<file path="config.mk">
export PLATFORM = sky130hd
export DESIGN_NAME = regfile_wr_arb
export DESIGN_NICKNAME = d
export VERILOG_FILES = /design/src/rtl/regfile_wr_arb.sv
export SDC_FILE = /design/constraint.sdc
export NUM_CORES = 1
export LEC_CHECK = 0
export BUFFER_PORTS_ARGS = -buffer_cell sky130_fd_sc_hd__buf_2
export CAP_MARGIN = 10
export CORE_MARGIN = 2
export CORE_UTILIZATION = 52
export DETAILED_ROUTE_END_ITERATION = 12
export GPL_TIMING_DRIVEN = 0
export HOLD_SLACK_MARGIN = 0.02
export PLACE_DENSITY = 0.81
export REMOVE_ABC_BUFFERS = 1
export SYNTH_ARGS = -nofsm -noshare
export SYNTH_HDL_FRONTEND = slang
export SYNTH_SLANG_ARGS = --single-unit
</file>
<file path="constraint.sdc">
create_clock -name clk -period 4.94 [get_ports clk]
set_input_delay 0.988 -clock clk [delete_from_list [all_inputs] [get_ports clk]]
set_output_delay 0.988 -clock clk [all_outputs]
set_load 0.01 [all_outputs]
</file>
<file path="src/rtl/regfile_wr_arb.sv">
// Shares the register-file write port between WB (priority) and a queued long-unit result stream.
// Grant is combinational. The long unit sees lu_ready=!full. A registered stall_req forces a drain after STARVE_MAX lost cycles.
module regfile_wr_arb #(
  parameter int DATA_W     = 32,
  parameter int ADDR_W     = 5,
  parameter int FIFO_DEPTH = 2,
  parameter int STARVE_MAX = 4
) (
  input  logic                          clk,
  input  logic                          rst,
  input  logic                          wb_we,
  input  logic [ADDR_W-1:0]             wb_waddr,
  input  logic [DATA_W-1:0]             wb_wdata,
  input  logic                          lu_valid,
  output logic                          lu_ready,
  input  logic [ADDR_W-1:0]             lu_waddr,
  input  logic [DATA_W-1:0]             lu_wdata,
  output logic                          rf_we,
  output logic [ADDR_W-1:0]             rf_waddr,
  output logic [DATA_W-1:0]             rf_wdata,
  output logic                          stall_req,
  input  logic [ADDR_W-1:0]             raddr1,
  input  logic [ADDR_W-1:0]             raddr2,
  output logic                          pend_hit1,
  output logic                          pend_hit2,
  output logic [$clog2(FIFO_DEPTH):0]   q_count
);

  localparam int CW = $clog2(FIFO_DEPTH) + 1;
  localparam int SW = $clog2(STARVE_MAX + 1);

  // Queue is kept compacted: valid entries occupy slots 0..n-1, head at slot 0.
  logic [FIFO_DEPTH-1:0] r_q_vld;
  logic [ADDR_W-1:0]     r_q_addr [FIFO_DEPTH];
  logic [DATA_W-1:0]     r_q_data [FIFO_DEPTH];
  logic [SW-1:0]         r_starve;
  logic                  r_stall;

  logic                  w_empty;
  logic                  w_full;
  logic                  w_wb_ok;
  logic                  w_enq;
  logic                  w_grant_q;
  logic                  w_grant_wb;
  logic [FIFO_DEPTH-1:0] w_keep;
  logic [FIFO_DEPTH-1:0] w_n_vld;
  logic [ADDR_W-1:0]     w_n_addr [FIFO_DEPTH];
  logic [DATA_W-1:0]     w_n_data [FIFO_DEPTH];
  int                    w_kcnt;
  logic [CW-1:0]         w_cnt;
  logic [SW-1:0]         w_n_starve;
  logic                  w_n_stall;

  assign w_empty = !r_q_vld[0];
  assign w_full  = r_q_vld[FIFO_DEPTH-1];
  assign w_wb_ok = wb_we && (wb_waddr != '0);
  assign w_enq   = lu_valid && !w_full && (lu_waddr != '0);

  always_comb begin
    w_grant_q  = 1'b0;
    w_grant_wb = 1'b0;
    if (r_stall) begin
      w_grant_q = !w_empty;
    end else if (w_wb_ok) begin
      w_grant_wb = 1'b1;
    end else begin
      w_grant_q = !w_empty;
    end
  end

  assign rf_we = !rst && (w_grant_q || w_grant_wb);

  always_comb begin
    rf_waddr = '0;
    rf_wdata = '0;
    if (!rst && w_grant_wb) begin
      rf_waddr = wb_waddr;
      rf_wdata = wb_wdata;
    end else if (!rst && w_grant_q) begin
      rf_waddr = r_q_addr[0];
      rf_wdata = r_q_data[0];
    end
  end

  // Drop the dequeued head and any entry made stale by the WB write, compact, then append.
  always_comb begin
    w_keep  = '0;
    w_n_vld = '0;
    w_kcnt  = 0;
    for (int j = 0; j < FIFO_DEPTH; j++) begin
      w_n_addr[j] = '0;
      w_n_data[j] = '0;
    end
    for (int i = 0; i < FIFO_DEPTH; i++) begin
      w_keep[i] = r_q_vld[i]
                  && !(w_grant_q && (i == 0))
                  && !(w_grant_wb && (r_q_addr[i] == wb_waddr));
      if (w_keep[i]) begin
        for (int j = 0; j < FIFO_DEPTH; j++) begin
          if (j == w_kcnt) begin
            w_n_vld[j]  = 1'b1;
            w_n_addr[j] = r_q_addr[i];
            w_n_data[j] = r_q_data[i];
          end
        end
        w_kcnt = w_kcnt + 1;
      end
    end
    if (w_enq) begin
      for (int j = 0; j < FIFO_DEPTH; j++) begin
        if (j == w_kcnt) begin
          w_n_vld[j]  = 1'b1;
          w_n_addr[j] = lu_waddr;
          w_n_data[j] = lu_wdata;
        end
      end
    end
  end

  always_comb begin
    w_n_stall  = 1'b0;
    w_n_starve = r_starve;
    if (w_grant_q) begin
      w_n_starve = '0;
    end else if (!w_empty && w_grant_wb) begin
      if (int'(r_starve) + 1 >= STARVE_MAX) begin
        w_n_stall  = 1'b1;
        w_n_starve = '0;
      end else begin
        w_n_starve = r_starve + 1'b1;
      end
    end
    if (!w_n_vld[0]) begin
      w_n_starve = '0;
    end
  end

  always_comb begin
    w_cnt = '0;
    for (int i = 0; i < FIFO_DEPTH; i++) begin
      w_cnt = w_cnt + CW'(r_q_vld[i]);
    end
  end

  always_comb begin
    pend_hit1 = 1'b0;
    pend_hit2 = 1'b0;
    for (int i = 0; i < FIFO_DEPTH; i++) begin
      if (r_q_vld[i] && (r_q_addr[i] == raddr1) && (raddr1 != '0)) pend_hit1 = 1'b1;
      if (r_q_vld[i] && (r_q_addr[i] == raddr2) && (raddr2 != '0)) pend_hit2 = 1'b1;
    end
    if (rst) begin
      pend_hit1 = 1'b0;
      pend_hit2 = 1'b0;
    end
  end

  assign lu_ready  = !rst && !w_full;
  assign q_count   = rst ? '0 : w_cnt;
  assign stall_req = r_stall;

  always_ff @(posedge clk or posedge rst) begin
    if (rst) begin
      r_q_vld  <= '0;
      r_starve <= '0;
      r_stall  <= 1'b0;
      for (int i = 0; i < FIFO_DEPTH; i++) begin
        r_q_addr[i] <= '0;
        r_q_data[i] <= '0;
      end
    end else begin
      r_q_vld  <= w_n_vld;
      r_starve <= w_n_starve;
      r_stall  <= w_n_stall;
      for (int i = 0; i < FIFO_DEPTH; i++) begin
        r_q_addr[i] <= w_n_addr[i];
        r_q_data[i] <= w_n_data[i];
      end
    end
  end

endmodule

</file>
Word-level counts from Yosys, hierarchy flattened
Index checks and enable logic that the tools add are counted.

word-level totals
  flip-flop bits (word level) = 80
  logic and storage cells = 99

operators by class
  $add $sub $neg = 4
  order comparisons = 1
  equal/unequal tests = 9
  mux-type cells = 45
  reductions and logical operators = 33

operators with widths
  kind                                                                count
  2-to-1 mux 32 bit                                                   8
  2-to-1 mux 64 bit                                                   2
  == test 2 x 32 -> 1 bit (first input constant)                      2
  logical NOT 32 bit                                                  2
  2-to-1 mux 5 bit                                                    7
  adder 32 x 2 -> 32 bit (second input constant)                      1
  == test 5 bit                                                       6
  logical AND 1 bit                                                   21
  2-to-1 mux 10 bit                                                   2
  nonzero test 5 bit                                                  4
  2-to-1 mux 1 bit                                                    19
  2-to-1 mux 3 bit                                                    4
  2-to-1 mux 2 bit                                                    3
  logical NOT 1 bit                                                   5
  adder 3 x 1 -> 4 bit (second input constant)                        1
  greater-or-equal comparator 4 x 3 -> 1 bit (second input constant)  1
  adder 3 x 1 -> 3 bit (second input constant)                        1
  inequality test 3 x 2 -> 1 bit (second input constant)              1
  adder 1 x 1 -> 2 bit                                                1
  logical OR 1 bit                                                    1

Depth between registers and ports, before layout
Gate-level depths: netlist (run 1).

  depth in word-level cells = 14
  depth in mapped cells = 11
  mapped depth without buffers = 8

Worst setup path after synthesis (run 1)
Ideal clock, no wire load.

  path type = input to output
  start point = input rst
  end point = output pend_hit1
  data arrival time = 3438 ps
  data required time = 3952 ps
  setup slack = 514 ps
  stages = 4
  cells stage by stage = clkbuf_1 inv_1 o21ai_0 a21oi_1

between the ends
  word-level cells in the longest chain between the ends = 1

RTL lines
  what              RTL line  RTL
  start, declared   10        input logic rst,
  2-to-1 mux 1 bit  152       if (rst) begin
  end, declared     24        output logic pend_hit1,

Every way passes these cells.

Final worst setup path (run 1)
  start point = input wb_waddr[1]
  end point = output rf_wdata[20]

between the ends
  word-level cells in the longest chain between the ends = 7
  elaborated cells on any way between the ends = 10
  classes of those cells = mux (6); reduce/logical (4)

RTL lines
  what                    RTL line  RTL
  start, declared         12        input logic [ADDR_W-1:0] wb_waddr,
  nonzero test 5 bit (*)  56        assign w_wb_ok = wb_we && (wb_waddr != '0);
  logical AND 1 bit (*)   56
  2-to-1 mux 1 bit        64        end else if (w_wb_ok) begin
  2-to-1 mux 1 bit        62        if (r_stall) begin
  logical AND 1 bit       79        end else if (!rst && w_grant_q) begin
  2-to-1 mux 32 bit       79
  2-to-1 mux 32 bit (*)   76        if (!rst && w_grant_wb) begin
  end, declared           20        output logic [DATA_W-1:0] rf_wdata,

Every way passes the cells marked *; elsewhere a longest branch is shown, timed or not.

==> out/qor.csv, run 1 <==
stage,metric,value,unit
clocking,cts_tree,yes,
clocking,path_clk_slew,0.07,ns
worst_setup_path,cp_slowest_cell,nor3_4,
timing,period_minus_slack,4.10,ns
floorplan,die_height,94.3,um
layout,num_antenna_cells,0,
timing,finalCritPeriodShare,0.831,
pwr,internal_power,1.36,mW
timing,hold_violations,0,
run,max-cap-violations,0,
place,dp_hpwl,7380,um
route,drc_errors,0,
pwr,power_density,452,nW/um^2
route,dr_total_vias,3886,
clocking,holdBufCountCts,0,
worst_setup_path,crit_fanout,20,
timing,fmax,0.244,GHz
grt,grt_use_total,0.262,
grt,grt_first_pass_wirelength,18400,um
worst_setup_path,worstSetupPathType,in2out,
clocking,cts_resized,0,
timing,finalSetupViolations,0,
grt,grt_pass1_vias,3765,
pwr,swShare,0.403,
synthesis,ys_async_sr_fraction,1.00,
clocking,cts_setup_buffers,0,
route,routed_wl,11300,um
floorplan,dieArea,8900,sq um
outcome,outcome,finished clean,
synthesis,yosysSeqAreaShare,0.472,
synthesis,synth_edf_count,0,
floorplan,rows,32,
place,place_area,4890,sq um
synthesis,ys_ff_latch,80,
clocking,ctsHtreeMaxLevel,3,
layout,final_cells,641,
floorplan,coreArea,7810,sq um
timing,clock_skew,0.0108,ns
synthesis,synth_commonest_cells,"80 x dfrtp_1, 74 x a22o_1, 44 x nand3_1",
place,gp_congestion,0.805,
pwr,vdd_drop_max,0.217,mV
place,portBuffers,131,
grt,grt_remaining_overflow,0,
clocking,clk_latency,0.34,ns
route,ant_nets,0,
worst_setup_path,critPathBufInv,3,
timing,drv_slew,0,
route,first_pass_iters,5,
worst_setup_path,worstSetupEndpointType,primary output,
floorplan,fp.dieW,94.3,um
worst_setup_path,worstPathCellList,"buf_2, or4_4, o21a_4, nor3_4, buf_16, a22o_1, buf_2",
synthesis,synth.most_common_cell,dfrtp_1,
worst_setup_path,crit_path_max_incr_delay,0.66,ns
timing,max_slew_margin,0.370,
timing,worst_slack,0.836,ns
pwr,clkPwrFrac,0.176,
worst_setup_path,critPathTopFamily,simple AND/OR/NAND/NOR gates,
clocking,cts_num_sinks,80,
layout,fillerInstances,659,
worst_setup_path,arrival,3.12,ns
timing,worst_pin_slew,0.942,ns
route,drt_first_iter_violations,283,
floorplan,io_pins,132,
layout,area_growth,18.8,%
pwr,p_total,2.28,mW
route,wl_per_cell,17.7,um
grt,grt_max_degree,45,
place,dp_cells,627,
pwr,power.leakage,2.47,nW
synthesis,yosysWarnings,0,
synthesis,avgSynthCellArea,9.75,sq um
pwr,seqPwrFrac,0.456,
timing,rsz0062_at_grt,no,
synthesis,synthCells,435,
pwr,switchingPower,0.918,mW
synthesis,yosys.area.top_type,dfrtp_1,
synthesis,synth_area,4240,sq um
place,place_ws,0.574,ns
synthesis,ys_types,35,
min_path,hp-class,reg2reg,
synthesis,netlist_top_cells_area,"dfrtp_1 47%, a22o_1 15%, a31oi_1 5.5%, nand3_1 5.2%, xor2_1 3.7%",
route,viasPerCell,6.06,
worst_setup_path,crit_top_cell,buf_2,
clocking,root_buffer,clkbuf_8,
worst_setup_path,crit_required,3.95,ns
clocking,cts_buffer_depth,2,
clocking,cts_inserted_buffers,9,
synthesis,synth_top_area_share,0.472,
pwr,p_comb_frac,0.368,
grt,antenna_found_initial,1,
layout,multi_input_area,2010,sq um
synthesis,synth_ff_type,dfrtp_1,
layout,final_area,5040,sq um
layout,nets,629,
worst_setup_path,critPathLaunchType,input port,
layout,seq_area,2000,sq um
floorplan,start_util,0.543,
layout,drive_gt1_frac,0.297,
cell usage in the layout, fill, tap and decap left out, types with 4 or more instances in the layout:
cell,netlist,final
xnor2_1,12,12
a21oi_1,7,7
nor4_1,5,5
nor2b_1,4,4
nand3_1,44,44
ha_1,5,5
a31oi_1,37,37
nor2_1,40,39
nand2_1,41,40
clkinv_2,1,4
dfrtp_1,80,80
clkbuf_8,0,9
xor2_1,18,18
a22o_1,74,74
buf_2,9,131
power groups by stage:
| stage | Clock, mW | Sequential [mW] | Combinational [mW] |
|---|---|---|---|
| final | 0.401 | 1.04 | 0.839 |
| after global routing | 0.434 | 1.06 | 0.932 |
| after CTS | 0.408 | 1.03 | 0.839 |
| after detailed placement | 0 | 1.04 | 0.839 |
| after global placement | 0 | 1.03 | 0.796 |
| after floorplan | 0 | 0.982 | 0.573 |
sequential cells by signal, indices dropped and copies added, names as in the netlist:
register   cells
r_q_addr      10
r_q_data      64
r_q_vld        2
r_starve       3
stall_req      1
final cells by class:
type	instances	area share
clock buffer	10	0.0253
clock inverter	4	0.00472
inverter	5	0.00447
multi-input combinational	306	0.399
sequential	80	0.397
tap	102	0.0253
timing repair buffer	134	0.143
through the flow:
stage	TNS (ns)	hold WS (ns)	utilization
2_1_floorplan	0	0.473	-
5_1_grt	0	0.519	0.646
6_report	0	0.507	0.646
4_1_cts	0	0.511	0.646
3_5_place_dp	0	0.490	0.626
3_3_place_gp	-17.59	0.487	0.616
cells by family (layout without fill, tap and decap cells):
kind of cell,Yosys count,after routing,synth area share
simple gates,144,144,0.156
compound gates,126,126,0.237
flops,80,80,0.472
mux,1,1,0.00236
fa+ha+maj,5,5,0.0147
xor+xnor,30,30,0.0619
buf+inv,49,153,0.0560
metal layers:
metal	vias to the layer above	GRT usage	wire length, um
met4	2	0.0749	133
met2	172	0.433	5500
met1	1909	0.354	4840
li1	1786	-	-
met5	-	0	13
met3	17	0.0490	857
worst paths after layout:
kind | slack [ns] | cells past startpoint | to | startpoint
worst max-delay path | 0.84 | 7 | rf_wdata[20] | wb_waddr[1]
worst min-delay path | 0.51 | 1 | r_q_data[28]$_DFF_PP0_ | r_q_data[28]$_DFF_PP0_
worst max register to register | 1.29 | 9 | r_q_data[36]$_DFF_PP0_ | stall_req$_DFF_PP0_
worst min register to register | 0.51 | 1 | r_q_data[28]$_DFF_PP0_ | r_q_data[28]$_DFF_PP0_
max in group asynchronous | 3.58 | 3 | r_q_data[6]$_DFF_PP0_ | rst
min in group asynchronous | 0.76 | 2 | r_q_addr[1]$_DFF_PP0_ | rst
(Power assumes the default switching activity.)
==> inputs of run 2 (changes only) <==
Settings changed: CORE_UTILIZATION 52 to 47, PLACE_DENSITY 0.81 to 0.77.
Clock period 4.94 ns to 3.7 ns, I/O delays scaled along.
==> run 2 against run 1 <==
Net effect: highest routed layer is now met4; sequential share of layout area fell by 0.73 points; utilization fell by 5.7 points; largest cell class unchanged; clock-buffer cell count rose by 1; routed wire length rose by 0.62%; via count fell by 1.0%; hold slack barely moved; setup slack got worse by 0.42 ns; flip-flop and latch count did not move.
==> out/qor.csv, run 2 (synthesis results as in run 1) <==
stage,metric,value,unit
worst_setup_path,r2r_end,r_q_data[60]$_DFF_PP0_,
min_path,hp-class,in2async,
worst_setup_path,ff2ff_path_depth,9,
worst_setup_path,cp_slowest_cell,or4_4,
grt,grt_remaining_overflow,0,
timing,worst_slack,0.417,ns
pwr,clkPwrFrac,0.209,
floorplan,start_util,0.486,
clocking,clk_latency,0.35,ns
outcome,outcome,finished clean,
clocking,ctsHtreeMaxLevel,3,
place,place_area,4900,sq um
floorplan,rows,34,
layout,final_cell_mix,"131 x buf_2, 80 x dfrtp_1, 74 x a22o_1, 44 x nand3_1, 40 x nand2_1",
worst_setup_path,crit_path_max_incr_delay,0.57,ns
worst_setup_path,startpoint,wb_waddr[1],
pwr,vdd_drop_max,0.260,mV
timing,clock_skew,0.0115,ns
timing,drv_slew,0,
grt,antenna_found_initial,0,
floorplan,fp.dieW,99.0,um
floorplan,die_height,99.0,um
layout,fillerInstances,768,
pwr,power.leakage,2.50,nW
route,ant_nets,0,
timing,whs,0.508,ns
worst_setup_path,cp-endpoint,r_q_data[25]$_DFF_PP0_,
floorplan,io_pins,132,
timing,fmax,0.305,GHz
clocking,cts_tree,yes,
clocking,root_buffer,clkbuf_8,
route,viasPerCell,5.91,
layout,top_regs,"r_q_data: 64 flops, r_q_addr: 10 flops, r_starve: 3 flops",
route,drc_errors,0,
clocking,holdBufCountCts,0,
clocking,cts_inserted_buffers,9,
worst_setup_path,crit_required,3.93,ns
grt,grt_pass1_vias,3880,
place,portBuffers,131,
worst_setup_path,crit_fanout,38,
floorplan,dieArea,9800,sq um
worst_setup_path,worstSetupEndpointType,register,
layout,area_growth,21.0,%
route,drt_first_iter_violations,193,
pwr,internal_power,1.94,mW
place,dp_hpwl,7370,um
layout,nets,631,
layout,top_register,r_q_data,
timing,max_slew_margin,0.369,
grt,grt_first_pass_wirelength,18800,um
route,dr_total_vias,3847,
layout,drive_gt1_frac,0.304,
clocking,cts_num_sinks,80,
floorplan,coreArea,8720,sq um
clocking,path_clk_slew,0.08,ns
pwr,seqPwrFrac,0.435,
route,first_pass_iters,6,
pwr,switchingPower,1.25,mW
timing,rsz0062_at_grt,no,
worst_setup_path,rrSetupSlack,0.51,ns
layout,largest_reg_flops,64,
route,routed_wl,11400,um
timing,fin_tns_setup,0,ns
route,wl_per_cell,17.5,um
place,place_ws,-0.554,ns
worst_setup_path,worstSetupPathType,in2reg,
pwr,swShare,0.392,
run,max-cap-violations,0,
layout,final_area,5130,sq um
timing,worst_pin_slew,0.944,ns
grt,grt_max_degree,45,
worst_setup_path,arrival,3.51,ns
timing,finalSetupViolations,0,
timing,hold_violations,0,
pwr,p_comb_frac,0.356,
timing,period_minus_slack,3.28,ns
worst_setup_path,critPathLaunchType,input port,
grt,grt_use_total,0.235,
timing,finalCritPeriodShare,0.887,
layout,num_antenna_cells,0,
clocking,cts_buffer_depth,2,
worst_setup_path,reg2reg_from,stall_req$_DFF_PP0_,
layout,mostFrequentLayoutCell,buf_2,
worst_setup_path,worstPathCellList,"buf_2, or4_4, o21ai_4, o31ai_2, inv_2, ha_1, and2_2, a22o_1",
place,gp_congestion,0.904,
pwr,power_density,621,nW/um^2
run 2: worst min-delay path by stage:
stage	startpoint	endpoint	cells past startpoint
finish	rst	r_starve[2]$_DFFE_PP0P_	2
global route	r_q_data[26]$_DFF_PP0_	r_q_data[26]$_DFF_PP0_	1
CTS	r_q_data[1]$_DFF_PP0_	r_q_data[1]$_DFF_PP0_	1
detailed placement	r_q_data[23]$_DFF_PP0_	r_q_data[23]$_DFF_PP0_	1
global placement	r_q_data[27]$_DFF_PP0_	r_q_data[27]$_DFF_PP0_	1
floorplan	r_q_data[0]$_DFF_PP0_	r_q_data[0]$_DFF_PP0_	1
run 2: metrics by stage:
stage | utilization | std cells | power (mW)
floorplan | - | 391 | 2.08
global placement | 0.552 | 630 | 2.46
detailed placement | 0.562 | 633 | 2.52
CTS | 0.586 | 649 | 3.19
global route | 0.589 | 651 | 3.39
finish | 0.589 | 651 | 3.19
run 2: what timing repair did:
item,in CTS,in global routing
gates resized for setup,1,1
pin swaps,0,1
setup buffers,0,2
endpoints found under the setup margin,18,37
run 2: routing by layer:
layer / vias up / part of all wire / global-route usage
li1: 1783 / - / -
met1: 1875 / 0.45 / 0.329
met2: 175 / 0.46 / 0.371
met3: 14 / 0.078 / 0.0404
met4: 0 / 0.016 / 0.0843
met5: - / 0 / 0
run 2: area by class of cell:
class	count	area (sq um)	area share
inverters	5	26.3	0.00512
repair buffers	136	746	0.145
well taps	108	135	0.0263
multi-input cells	306	2020	0.393
clock buffers	11	151	0.0295
clock inverters	5	55.1	0.0107
flip-flops and latches	80	2000	0.390
run 2: critical path, delay by kind of cell:
kind | cells | cell delay, ns
fa+ha+maj | 1 | 0.35
compound gates | 3 | 0.71
simple gates | 2 | 0.99
buf+inv | 2 | 0.70
run 2: power by group through the flow:
stage	Combinational [mW]	Sequential [mW]	Clock [mW]
after floorplan	0.765	1.31	0
after global placement	1.07	1.39	0
after detailed placement	1.13	1.39	0
after CTS	1.13	1.38	0.676
after global routing	1.26	1.42	0.710
final	1.14	1.39	0.667
